<file path="src/rtl/uart_tx_frame_if.sv">
// Parallel-side handshake and serial-side outputs of the UART transmit serializer.
// The master (TX FIFO / register block) drives the request; the slave returns line and busy.
interface uart_tx_frame_if #(
  parameter int DATA_WIDTH = 8
);
  logic [DATA_WIDTH-1:0] i_data;
  logic                  i_data_valid;
  logic                  i_par_en;
  logic                  i_par_typ;
  logic                  o_tx;
  logic                  o_busy;

  modport master (
    output i_data, i_data_valid, i_par_en, i_par_typ,
    input  o_tx, o_busy
  );

  modport slave (
    input  i_data, i_data_valid, i_par_en, i_par_typ,
    output o_tx, o_busy
  );
endinterface

</file>
<file path="src/rtl/uart_tx_frame.sv">
// UART transmit serializer: start bit, LSB-first data, optional parity, stop bit(s).
// Optional parity support is compiled in with `define UART_TX_PARITY_EN.
module uart_tx_frame #(
  parameter int DATA_WIDTH   = 8,
  parameter int CLKS_PER_BIT = 16,
  parameter int STOP_BITS    = 1
) (
  input  logic           i_clk,
  input  logic           i_rst_n,
  uart_tx_frame_if.slave bus
);

  localparam int BAUD_W = (CLKS_PER_BIT > 1) ? $clog2(CLKS_PER_BIT) : 1;
  localparam int BIT_W  = $clog2(DATA_WIDTH);
  localparam logic [BAUD_W-1:0] BAUD_LAST = BAUD_W'(CLKS_PER_BIT - 1);
  localparam logic [BIT_W-1:0]  BIT_LAST  = BIT_W'(DATA_WIDTH - 1);
  localparam logic [BIT_W-1:0]  STOP_LAST = BIT_W'(STOP_BITS - 1);

  typedef enum logic [2:0] {
    ST_IDLE  = 3'd0,
    ST_START = 3'd1,
    ST_DATA  = 3'd2,
    ST_STOP  = 3'd3
`ifdef UART_TX_PARITY_EN
    , ST_PARITY = 3'd4
`endif
  } state_e;

  state_e                state_q, state_d;
  logic [BAUD_W-1:0]     baud_q, baud_d;
  logic [BIT_W-1:0]      bit_q, bit_d;
  logic [DATA_WIDTH-1:0] data_q, data_d;
  logic                  tx_q, tx_d;
  logic                  busy_q, busy_d;
  logic                  baud_end_s;

`ifdef UART_TX_PARITY_EN
  logic par_en_q, par_en_d;
  logic par_bit_q, par_bit_d;

  function automatic logic parity_bit(input logic [DATA_WIDTH-1:0] word, input logic odd);
    return odd ? ~^word : ^word;
  endfunction
`else
  logic unused_par_s;
  assign unused_par_s = bus.i_par_en ^ bus.i_par_typ;
`endif

  assign baud_end_s = (baud_q == BAUD_LAST);
  assign bus.o_tx   = tx_q;
  assign bus.o_busy = busy_q;

  // State, counters, shadow word and registered outputs.
  always_ff @(posedge i_clk or negedge i_rst_n) begin
    if (!i_rst_n) begin
      state_q   <= ST_IDLE;
      baud_q    <= '0;
      bit_q     <= '0;
      data_q    <= '0;
      tx_q      <= 1'b1;
      busy_q    <= 1'b0;
`ifdef UART_TX_PARITY_EN
      par_en_q  <= 1'b0;
      par_bit_q <= 1'b0;
`endif
    end else begin
      state_q   <= state_d;
      baud_q    <= baud_d;
      bit_q     <= bit_d;
      data_q    <= data_d;
      tx_q      <= tx_d;
      busy_q    <= busy_d;
`ifdef UART_TX_PARITY_EN
      par_en_q  <= par_en_d;
      par_bit_q <= par_bit_d;
`endif
    end
  end

  // Next-state: every non-idle state lasts whole bit periods.
  always_comb begin
    state_d = state_q;
    case (state_q)
      ST_IDLE: begin
        if (bus.i_data_valid) state_d = ST_START;
        else                  state_d = ST_IDLE;
      end
      ST_START: begin
        if (baud_end_s) state_d = ST_DATA;
        else            state_d = ST_START;
      end
      ST_DATA: begin
        if (baud_end_s && (bit_q == BIT_LAST)) begin
`ifdef UART_TX_PARITY_EN
          if (par_en_q) state_d = ST_PARITY;
          else          state_d = ST_STOP;
`else
          state_d = ST_STOP;
`endif
        end else begin
          state_d = ST_DATA;
        end
      end
`ifdef UART_TX_PARITY_EN
      ST_PARITY: begin
        if (baud_end_s) state_d = ST_STOP;
        else            state_d = ST_PARITY;
      end
`endif
      ST_STOP: begin
        if (baud_end_s && (bit_q == STOP_LAST)) state_d = ST_IDLE;
        else                                    state_d = ST_STOP;
      end
      default: state_d = ST_IDLE;
    endcase
  end

  // Outputs and datapath: the line value for the next bit is loaded on each bit boundary.
  always_comb begin
    baud_d    = baud_end_s ? '0 : baud_q + BAUD_W'(1);
    bit_d     = bit_q;
    data_d    = data_q;
    tx_d      = tx_q;
    busy_d    = busy_q;
`ifdef UART_TX_PARITY_EN
    par_en_d  = par_en_q;
    par_bit_d = par_bit_q;
`endif
    case (state_q)
      ST_IDLE: begin
        baud_d = '0;
        bit_d  = '0;
        if (bus.i_data_valid) begin
          data_d    = bus.i_data;
`ifdef UART_TX_PARITY_EN
          par_en_d  = bus.i_par_en;
          par_bit_d = parity_bit(bus.i_data, bus.i_par_typ);
`endif
          tx_d      = 1'b0;
          busy_d    = 1'b1;
        end else begin
          tx_d   = 1'b1;
          busy_d = 1'b0;
        end
      end
      ST_START: begin
        if (baud_end_s) begin
          bit_d = '0;
          tx_d  = data_q[0];
        end else begin
          tx_d = 1'b0;
        end
      end
      ST_DATA: begin
        if (baud_end_s && (bit_q == BIT_LAST)) begin
          bit_d = '0;
`ifdef UART_TX_PARITY_EN
          tx_d  = par_en_q ? par_bit_q : 1'b1;
`else
          tx_d  = 1'b1;
`endif
        end else if (baud_end_s) begin
          // Shift so the next bit to send always sits at bit 1 of the shadow word.
          bit_d  = bit_q + BIT_W'(1);
          data_d = data_q >> 1;
          tx_d   = data_q[1];
        end else begin
          tx_d = tx_q;
        end
      end
`ifdef UART_TX_PARITY_EN
      ST_PARITY: begin
        if (baud_end_s) begin
          bit_d = '0;
          tx_d  = 1'b1;
        end else begin
          tx_d = tx_q;
        end
      end
`endif
      ST_STOP: begin
        tx_d = 1'b1;
        if (baud_end_s && (bit_q == STOP_LAST)) begin
          bit_d  = '0;
          busy_d = 1'b0;
        end else if (baud_end_s) begin
          bit_d = bit_q + BIT_W'(1);
        end else begin
          bit_d = bit_q;
        end
      end
      default: begin
        baud_d = '0;
        bit_d  = '0;
        tx_d   = 1'b1;
        busy_d = 1'b0;
      end
    endcase
  end

endmodule

</file>
<file path="src/flat_wrapper.sv">
// flat-port wrapper written by rule: the top's interface ports become plain ports
module uart_tx_frame_flat 
#(
  parameter int DATA_WIDTH   = 8,
  parameter int CLKS_PER_BIT = 16,
  parameter int STOP_BITS    = 1
)
  (i_clk, i_rst_n, bus_i_data, bus_i_data_valid, bus_i_par_en, bus_i_par_typ, bus_o_tx, bus_o_busy);
  uart_tx_frame_if #(.DATA_WIDTH(DATA_WIDTH)) bus_i ();
  input  logic i_clk;
  input  logic i_rst_n;
  input wire logic [$bits(bus_i.i_data)-1:0] bus_i_data;
  input wire logic [$bits(bus_i.i_data_valid)-1:0] bus_i_data_valid;
  input wire logic [$bits(bus_i.i_par_en)-1:0] bus_i_par_en;
  input wire logic [$bits(bus_i.i_par_typ)-1:0] bus_i_par_typ;
  output wire logic [$bits(bus_i.o_tx)-1:0] bus_o_tx;
  output wire logic [$bits(bus_i.o_busy)-1:0] bus_o_busy;
  assign bus_i.i_data = bus_i_data;
  assign bus_i.i_data_valid = bus_i_data_valid;
  assign bus_i.i_par_en = bus_i_par_en;
  assign bus_i.i_par_typ = bus_i_par_typ;
  assign bus_o_tx = bus_i.o_tx;
  assign bus_o_busy = bus_i.o_busy;
  uart_tx_frame #(.DATA_WIDTH(DATA_WIDTH), .CLKS_PER_BIT(CLKS_PER_BIT), .STOP_BITS(STOP_BITS)) u_core (.i_clk(i_clk), .i_rst_n(i_rst_n), .bus(bus_i));
endmodule
</file>
<file path="config.mk">
export PLATFORM = sky130hd
export DESIGN_NAME = uart_tx_frame_flat
export DESIGN_NICKNAME = d
export VERILOG_FILES = /design/src/rtl/uart_tx_frame_if.sv /design/src/rtl/uart_tx_frame.sv /design/src/flat_wrapper.sv
export SDC_FILE = /design/constraint.sdc
export NUM_CORES = 1
export LEC_CHECK = 0
export ABC_AREA = 1
export CORE_MARGIN = 2
export CORE_UTILIZATION = 45
export CTS_BUF_LIST = sky130_fd_sc_hd__clkbuf_8
export CTS_CLUSTER_DIAMETER = 200
export DETAILED_ROUTE_END_ITERATION = 10
export GPL_TIMING_DRIVEN = 0
export PLACE_DENSITY = 0.77
export REMOVE_ABC_BUFFERS = 1
export SYNTH_ARGS = -nofsm -noshare
export SYNTH_HDL_FRONTEND = slang
export SYNTH_SLANG_ARGS = --single-unit
</file>
<file path="constraint.sdc">
create_clock -name i_clk -period 2.4 [get_ports i_clk]
set_clock_uncertainty 0.15 [all_clocks]
set_input_delay 0.36 -clock i_clk [delete_from_list [all_inputs] [get_ports i_clk]]
set_output_delay 0.36 -clock i_clk [all_outputs]
set_load 0.01 [all_outputs]
</file>
==> run_results.csv, run 1 <==
group,metric,value,unit
hold_path,hp-class,"reg -> reg",
run,cap_violations,0,
final_layout,seqCellArea,477,um2
detailed_routing,firstDrtPassIters,4,
clock_tree,clk_latency,0.25,ns
final_layout,multi_input_area,539,um2
synth,synth_top_cell_by_area,"dfrtp_1",
clock_tree,clk_pin_slew,0.07,ns
setup_path,reg2reg_to,"u_core.data_q[4]$_DFFE_PN0P_",
detailed_routing,drtIter0Drc,13,
sta,maxSlewHeadroom,43.8,%
detailed_routing,post-route-drc-count,0,
sta,fin_tns_setup,0,ns
global_route,antenna_found_initial,0,
synth,synth_common_cells,"28 x nand2_1, 18 x dfrtp_1, 15 x inv_1",
power_and_ir_drop,p_int,0.000448,W
synth,synth_cells,116,
synth,synthTopCellsByArea,"dfrtp_1 41%, ha_1 10%, nand2_1 9.6%",
synth,synth_top_area_share,41.2,%
synth,synth.distinct_cells,23,
die,fp.dieH,53.3,um
detailed_routing,vias,770,
power_and_ir_drop,worst_ir_drop_vdd,0.287,mV
clock_tree,cts_made_buffers,3,
sta,worstMarginPinSlew,0.841,ns
synth,ys.flop_type,"dfrtp_1",
die,die_x,53.3,um
final_layout,drive_gt1_share,14.7,%
clock_tree,cts_tree,"done",
global_route,grt_pass1_wl,3.31,mm
setup_path,crit_type,"reg -> reg",
global_route,grt_pass1_vias,795,
final_layout,diodes,0,
clock_tree,post_cts_resized,0,
setup_path,cp_num_cells,6,
setup_path,critPathLaunchType,"flip-flop",
setup_path,crit_path_end,"u_core.data_q[4]$_DFFE_PN0P_",
placement,port_buffers,12,
sta,maxSlewViolCount,0,
synth,synth.most_common_cell,"nand2_1",
synth,synth_area,0.00109,mm2
sta,fmax,494,MHz
setup_path,end_kind,"flip-flop",
setup_path,path_delay_family,"adder cells",
outcome,outcome,"completed",
detailed_routing,drt_wl_total,1.82,mm
clock_tree,cts_buffer_depth,2,
setup_path,cp_max_fo,16,
setup_path,regToRegSetupSlack,0.38,ns
hold_path,min-delay-start,"u_core.baud_q[0]$_DFF_PN0_",
clock_tree,cts_hold_buf,0,
hold_path,hold_depth,1,
detailed_routing,post_drt_wl_per_cell,11.6,um
placement,gp_congestion,0.837,
power_and_ir_drop,leakagePower,0.672,nW
clock_tree,clock-root-buffer,"clkbuf_8",
synth,synth_warnings,0,
power_and_ir_drop,powerDensity,438,mW/mm2
sta,final-setup-viol-count,0,
synth,synth_area_per_cell,9.43,um2
power_and_ir_drop,seq_power_share,57.4,%
die,io_pins,15,
synth,synth-async-reset-ratio,100,%
final_layout,syn2layout_area_growth,16.4,%
global_route,track_usage,15.9,%
setup_path,path_cells,"inv_1 -> ha_1 -> o21a_1 -> nand2_4 -> nand2_1 -> o21ai_2",
power_and_ir_drop,p_comb_share,4.1,%
setup_path,reg2reg_depth,6,
setup_path,max_stage_delay,0.61,ns
clock_tree,post_cts_buffers,0,
power_and_ir_drop,clkPwrFrac,38.5,%
die,start_util,48.5,%
synth,synth_seq_cells,19,
setup_path,cp-startpoint,"u_core.state_q[0]$_DFF_PN0_",
sta,period_minus_slack,2.02,ns
final_layout,n_fill_cell,222,
final_layout,num-nets-final,152,
power_and_ir_drop,p_switching,0.000109,W
die,core,0.00225,mm2
setup_path,cp.buffers_inverters,1,
synth,synth_edf_count,0,
sta,period_share,84.3,%
setup_path,cp_slowest_cell,"ha_1",
sta,grt_setup_unrepaired,"false",
global_route,grt_max_degree,20,
clock_tree,cts_max_level,1,
die,die_area,0.00284,mm2
detailed_routing,drtAntennaViolNets,0,
power_and_ir_drop,totalPowerFinal,0.000557,W
detailed_routing,vias_per_cell,4.90,
sta,hold_viol,0,
power_and_ir_drop,switching_share,19.6,%
setup_path,r2r-start,"u_core.state_q[0]$_DFF_PN0_",
synth,seq_area_frac_synth,43.6,%
die,rows,17,
setup_path,crit_required,2.39,ns
setup_path,crit_arrival,2.01,ns
global_route,overflow,0,
placement,hpwl,1.43,mm
clock_tree,cts_sinks,19,
-- cell usage in the layout, fill, tap and decap left out --
cell             netlist  final
nand2_1               28     28
dfrtp_1               18     18
inv_1                 15     16
clkdlybuf4s50_1        0     12
o21ai_2                9      9
ha_1                   9      9
nand3_1                6      6
mux2i_1                6      6
o21ai_0                4      4
nor2_1                 4      4
clkbuf_8               0      3
a21oi_1                2      2
xor2_1                 2      2
nand2_2                2      2
nor2_4                 1      1
nand3_4                1      1
nand4_1                1      1
o21ai_4                1      1
o21a_1                 1      1
nand2_4                1      1
a21boi_0               1      1
dfstp_2                1      1
-- cell type report --
cell class / instances / share of cell area, %
repair buffers: 12 / 9.44
clock inverters: 1 / 0.295
inverters: 15 / 4.42
flip-flops and latches: 19 / 37.5
well taps: 28 / 2.75
clock buffers: 3 / 3.24
multi-input cells: 79 / 42.4
-- metrics by stage --
step / cell area (um2) / util [%] / hold slack (ns) / std cells / setup WS (ns)
final: 1270 / 56.4 / 0.316 / 157 / 0.376
after global routing: 1270 / 56.4 / 0.363 / 157 / 0.224
after CTS: 1270 / 56.4 / 0.316 / 157 / 0.358
after detailed placement: 1230 / 54.4 / 0.306 / 153 / 0.363
after global placement: 1230 / 54.4 / 0.293 / 153 / 0.443
after floorplan: 1070 / - / -0.0856 / 113 / 0.627
-- sequential cells by signal (all words and copies together), names as in the netlist --
name and flops:
u_core.bus.o_busy 1, u_core.state_q 2, u_core.data_q 8, u_core.bus.o_tx 1, u_core.baud_q 4, u_core.bit_q 3
-- power groups by stage --
stage | Combinational, W | Sequential (W) | Clock (W)
floorplan | 0.000000596 | 0.000326 | 0
global placement | 0.0000234 | 0.000326 | 0
detailed placement | 0.0000236 | 0.000326 | 0
CTS | 0.0000236 | 0.000320 | 0.000225
global route | 0.0000252 | 0.000320 | 0.000239
finish | 0.0000228 | 0.000320 | 0.000215
-- per-layer routing --
| metal | routed length, um | global-route usage, % | part of all wire [%] | vias up |
|---|---|---|---|---|
| li1 | - | - | - | 394 |
| met1 | 829 | 18.2 | 45 | 362 |
| met2 | 914 | 28.6 | 50 | 14 |
| met3 | 79 | 4.24 | 4.3 | 0 |
| met4 | 0 | 4.27 | 0 | 0 |
| met5 | 0 | 0 | 0 | - |
-- cells by family after synthesis --
group / share of synthesized area [%]
muxes: 5.49
DFF: 43.6
xor gates and xnor gates: 1.60
AOI/OAI and AO/OA: 12.8
and+or+nand+nor: 19.1
buffers and inverters: 7.09
adders and majority gates: 10.3
-- how the worst min path moves through the flow --
stage,end,slack [ns]
finish,u_core.baud_q[0]$_DFF_PN0_,0.32
detailed placement,u_core.baud_q[0]$_DFF_PN0_,0.31
CTS,u_core.baud_q[0]$_DFF_PN0_,0.32
floorplan,u_core.baud_q[0]$_DFF_PN0_,-0.09
global route,u_core.data_q[6]$_DFFE_PN0P_,0.36
global placement,u_core.baud_q[0]$_DFF_PN0_,0.29
Power figures use the tool's default switching activity.
==> inputs of run 2 (changes only) <==
PLACE_DENSITY = 0.79   (was 0.77)
clock period = 1.76 ns   (was 2.4 ns; I/O delays follow)
==> run 2 against run 1 <==
Net effect: core utilization grew 3.4 points; non-clock buffer count is 5 higher; critical path depth is 1 higher; highest routed layer is now met4.
==> run_results.csv, run 2 (same netlist as run 1, synthesis figures left out) <==
group,metric,value,unit
global_route,track_usage,15.9,%
detailed_routing,drtIter0Drc,14,
die,die_x,53.3,um
detailed_routing,post_drt_wl_per_cell,12.4,um
die,fp.dieH,53.3,um
global_route,grt_max_degree,20,
setup_path,end_kind,"flip-flop",
final_layout,drive_gt1_share,20.0,%
placement,gp_congestion,0.798,
outcome,outcome,"completed",
die,start_util,48.5,%
power_and_ir_drop,powerDensity,571,mW/mm2
setup_path,cpMostUsedCell,"nand2_1",
detailed_routing,drtAntennaViolNets,0,
final_layout,largest_reg_flops,8,
placement,port_buffers,12,
detailed_routing,wirelength_met1,884,um
detailed_routing,dr_wl_met3,61,um
sta,period_minus_slack,1.63,ns
sta,hold_viol,0,
hold_path,hp-class,"reg -> reg",
setup_path,critPathLaunchType,"flip-flop",
die,core,0.00225,mm2
detailed_routing,maxUsedRoutingLayer,"met4",
clock_tree,clk_pin_slew,0.07,ns
sta,maxSlewHeadroom,44.4,%
final_layout,layout_commonest_cell,"nand2_1",
setup_path,cp_slowest_cell,"dfrtp_1",
setup_path,max_stage_delay,0.47,ns
global_route,grt_pass1_wl,3.21,mm
clock_tree,cts_max_level,1,
power_and_ir_drop,worst_ir_drop_vdd,0.400,mV
clock_tree,clk_latency,0.25,ns
setup_path,regToRegSetupSlack,0.13,ns
final_layout,regMostFlops,"u_core.data_q",
sta,grt_setup_unrepaired,"false",
die,die_area,0.00284,mm2
detailed_routing,vias_per_cell,4.91,
final_layout,syn2layout_area_growth,23.5,%
detailed_routing,wl_met2,1.05,mm
die,io_pins,15,
sta,period_share,92.5,%
die,rows,17,
detailed_routing,drt_wl_total,2.02,mm
clock_tree,cts_sinks,19,
sta,final-setup-viol-count,0,
sta,maxSlewViolCount,0,
detailed_routing,post-route-drc-count,0,
final_layout,layout_common_cells,"28 x nand2_1, 18 x dfrtp_1, 16 x inv_1, 11 x clkdlybuf4s50_1, 9 x o21ai_2",
global_route,grt_pass1_vias,788,
global_route,antenna_found_initial,0,
final_layout,num-nets-final,158,
setup_path,cp-startpoint,"u_core.state_q[1]$_DFF_PN0_",
clock_tree,clock-root-buffer,"clkbuf_8",
final_layout,final_cell_count_no_fill,163,
run,cap_violations,0,
power_and_ir_drop,leakagePower,0.721,nW
sta,worstMarginPinSlew,0.832,ns
clock_tree,cts_tree,"done",
setup_path,r2r-start,"u_core.state_q[1]$_DFF_PN0_",
setup_path,crit_path_end,"u_core.data_q[5]$_DFFE_PN0P_",
detailed_routing,vias,801,
sta,hold_ws,0.333,ns
detailed_routing,firstDrtPassIters,3,
placement,hpwl,1.32,mm
clock_tree,cts_made_buffers,3,
final_layout,top_regs,"u_core.data_q (8), u_core.baud_q (4), u_core.bit_q (3)",
setup_path,path_cells,"inv_1 -> ha_1 -> nand2_1 -> o21a_2 -> nand2_4 -> nand2_1 -> o21ai_2",
setup_path,crit_arrival,1.62,ns
sta,fmax,614,MHz
setup_path,cp_max_fo,8,
final_layout,diodes,0,
setup_path,crit_type,"reg -> reg",
global_route,overflow,0,
placement,place_inst,153,
setup_path,reg2reg_depth,7,
clock_tree,cts_buffer_depth,2,
setup_path,reg2reg_to,"u_core.data_q[5]$_DFFE_PN0P_",
setup_path,crit_required,1.75,ns
-- run 2: changes by cell type in the layout (fill, tap and decap cells not counted), sizes merged --
cell and change:
dlymetal6s2s +1, buf +5, nand2 +1, clkdlybuf4s50 -1
-- run 2: cell type report --
cell class / count / area, um2
Timing Repair Buffer: 17 / 173
Multi-Input combinational cell: 80 / 564
Fill cell: 215 / 905
Clock inverter: 1 / 3.75
Clock buffer: 3 / 41.3
Sequential cell: 19 / 477
Tap cell: 28 / 35.0
Inverter: 15 / 56.3
-- run 2: where the power goes --
part,switching [W],internal [W]
sequential,0,0.000436
combinational,0.0000114,0.0000197
clock,0.000148,0.000155
-- run 2: repair_timing --
item	CTS	global route
gates resized for setup	2	3
gates cloned	0	1
endpoints found under the setup margin	9	9
hold buffers	0	0
setup buffers	0	5
pin swaps	0	1
-- run 2: worst min path at each step --
stage / start / end / slack [ns] / depth (start not counted)
2_1_floorplan: i_rst_n / u_core.baud_q[0]$_DFF_PN0_ / -0.18 / 0
3_3_place_gp: u_core.baud_q[0]$_DFF_PN0_ / u_core.baud_q[0]$_DFF_PN0_ / 0.30 / 1
3_5_place_dp: u_core.baud_q[0]$_DFF_PN0_ / u_core.baud_q[0]$_DFF_PN0_ / 0.31 / 1
5_1_grt: u_core.data_q[6]$_DFFE_PN0P_ / u_core.data_q[6]$_DFFE_PN0P_ / 0.35 / 2
6_report: u_core.data_q[6]$_DFFE_PN0P_ / u_core.data_q[6]$_DFFE_PN0P_ / 0.33 / 2
4_1_cts: u_core.baud_q[0]$_DFF_PN0_ / u_core.baud_q[0]$_DFF_PN0_ / 0.32 / 1
-- run 2: per-stage QoR --
stage | setup slack [ns] | utilization, % | instance area, um2 | total power, W | TNS [ns]
after floorplan | -0.0129 | - | 1070 | 0.000446 | -0.0656
final | 0.132 | 59.9 | 1350 | 0.000770 | 0
after global placement | -0.190 | 54.4 | 1230 | 0.000477 | -1.51
after CTS | 0.0226 | 57.0 | 1280 | 0.000770 | 0
after global routing | 0.00801 | 59.9 | 1350 | 0.000794 | 0
after detailed placement | -0.239 | 54.4 | 1230 | 0.000477 | -1.81
-- run 2: metal layers --
metal	vias to the layer above	global-route usage [%]
met4	0	8.12
met2	13	29.0
li1	409	-
met5	-	0
met1	375	17.5
met3	4	2.54
-- run 2: worst max-delay path: cells and delay by family (launching register included) --
family          cells  cell delay (ns)
flops               1             0.47
simple gates        3             0.30
compound gates      2             0.26
fa+ha+maj           1             0.25
buf+inv             1             0.09
==> inputs of run 3 (changes only) <==
CAP_MARGIN = 0   (was not set)
==> results of run 3 <==
Same layout as run 2: the final DEF is identical, and so are final timing and power.
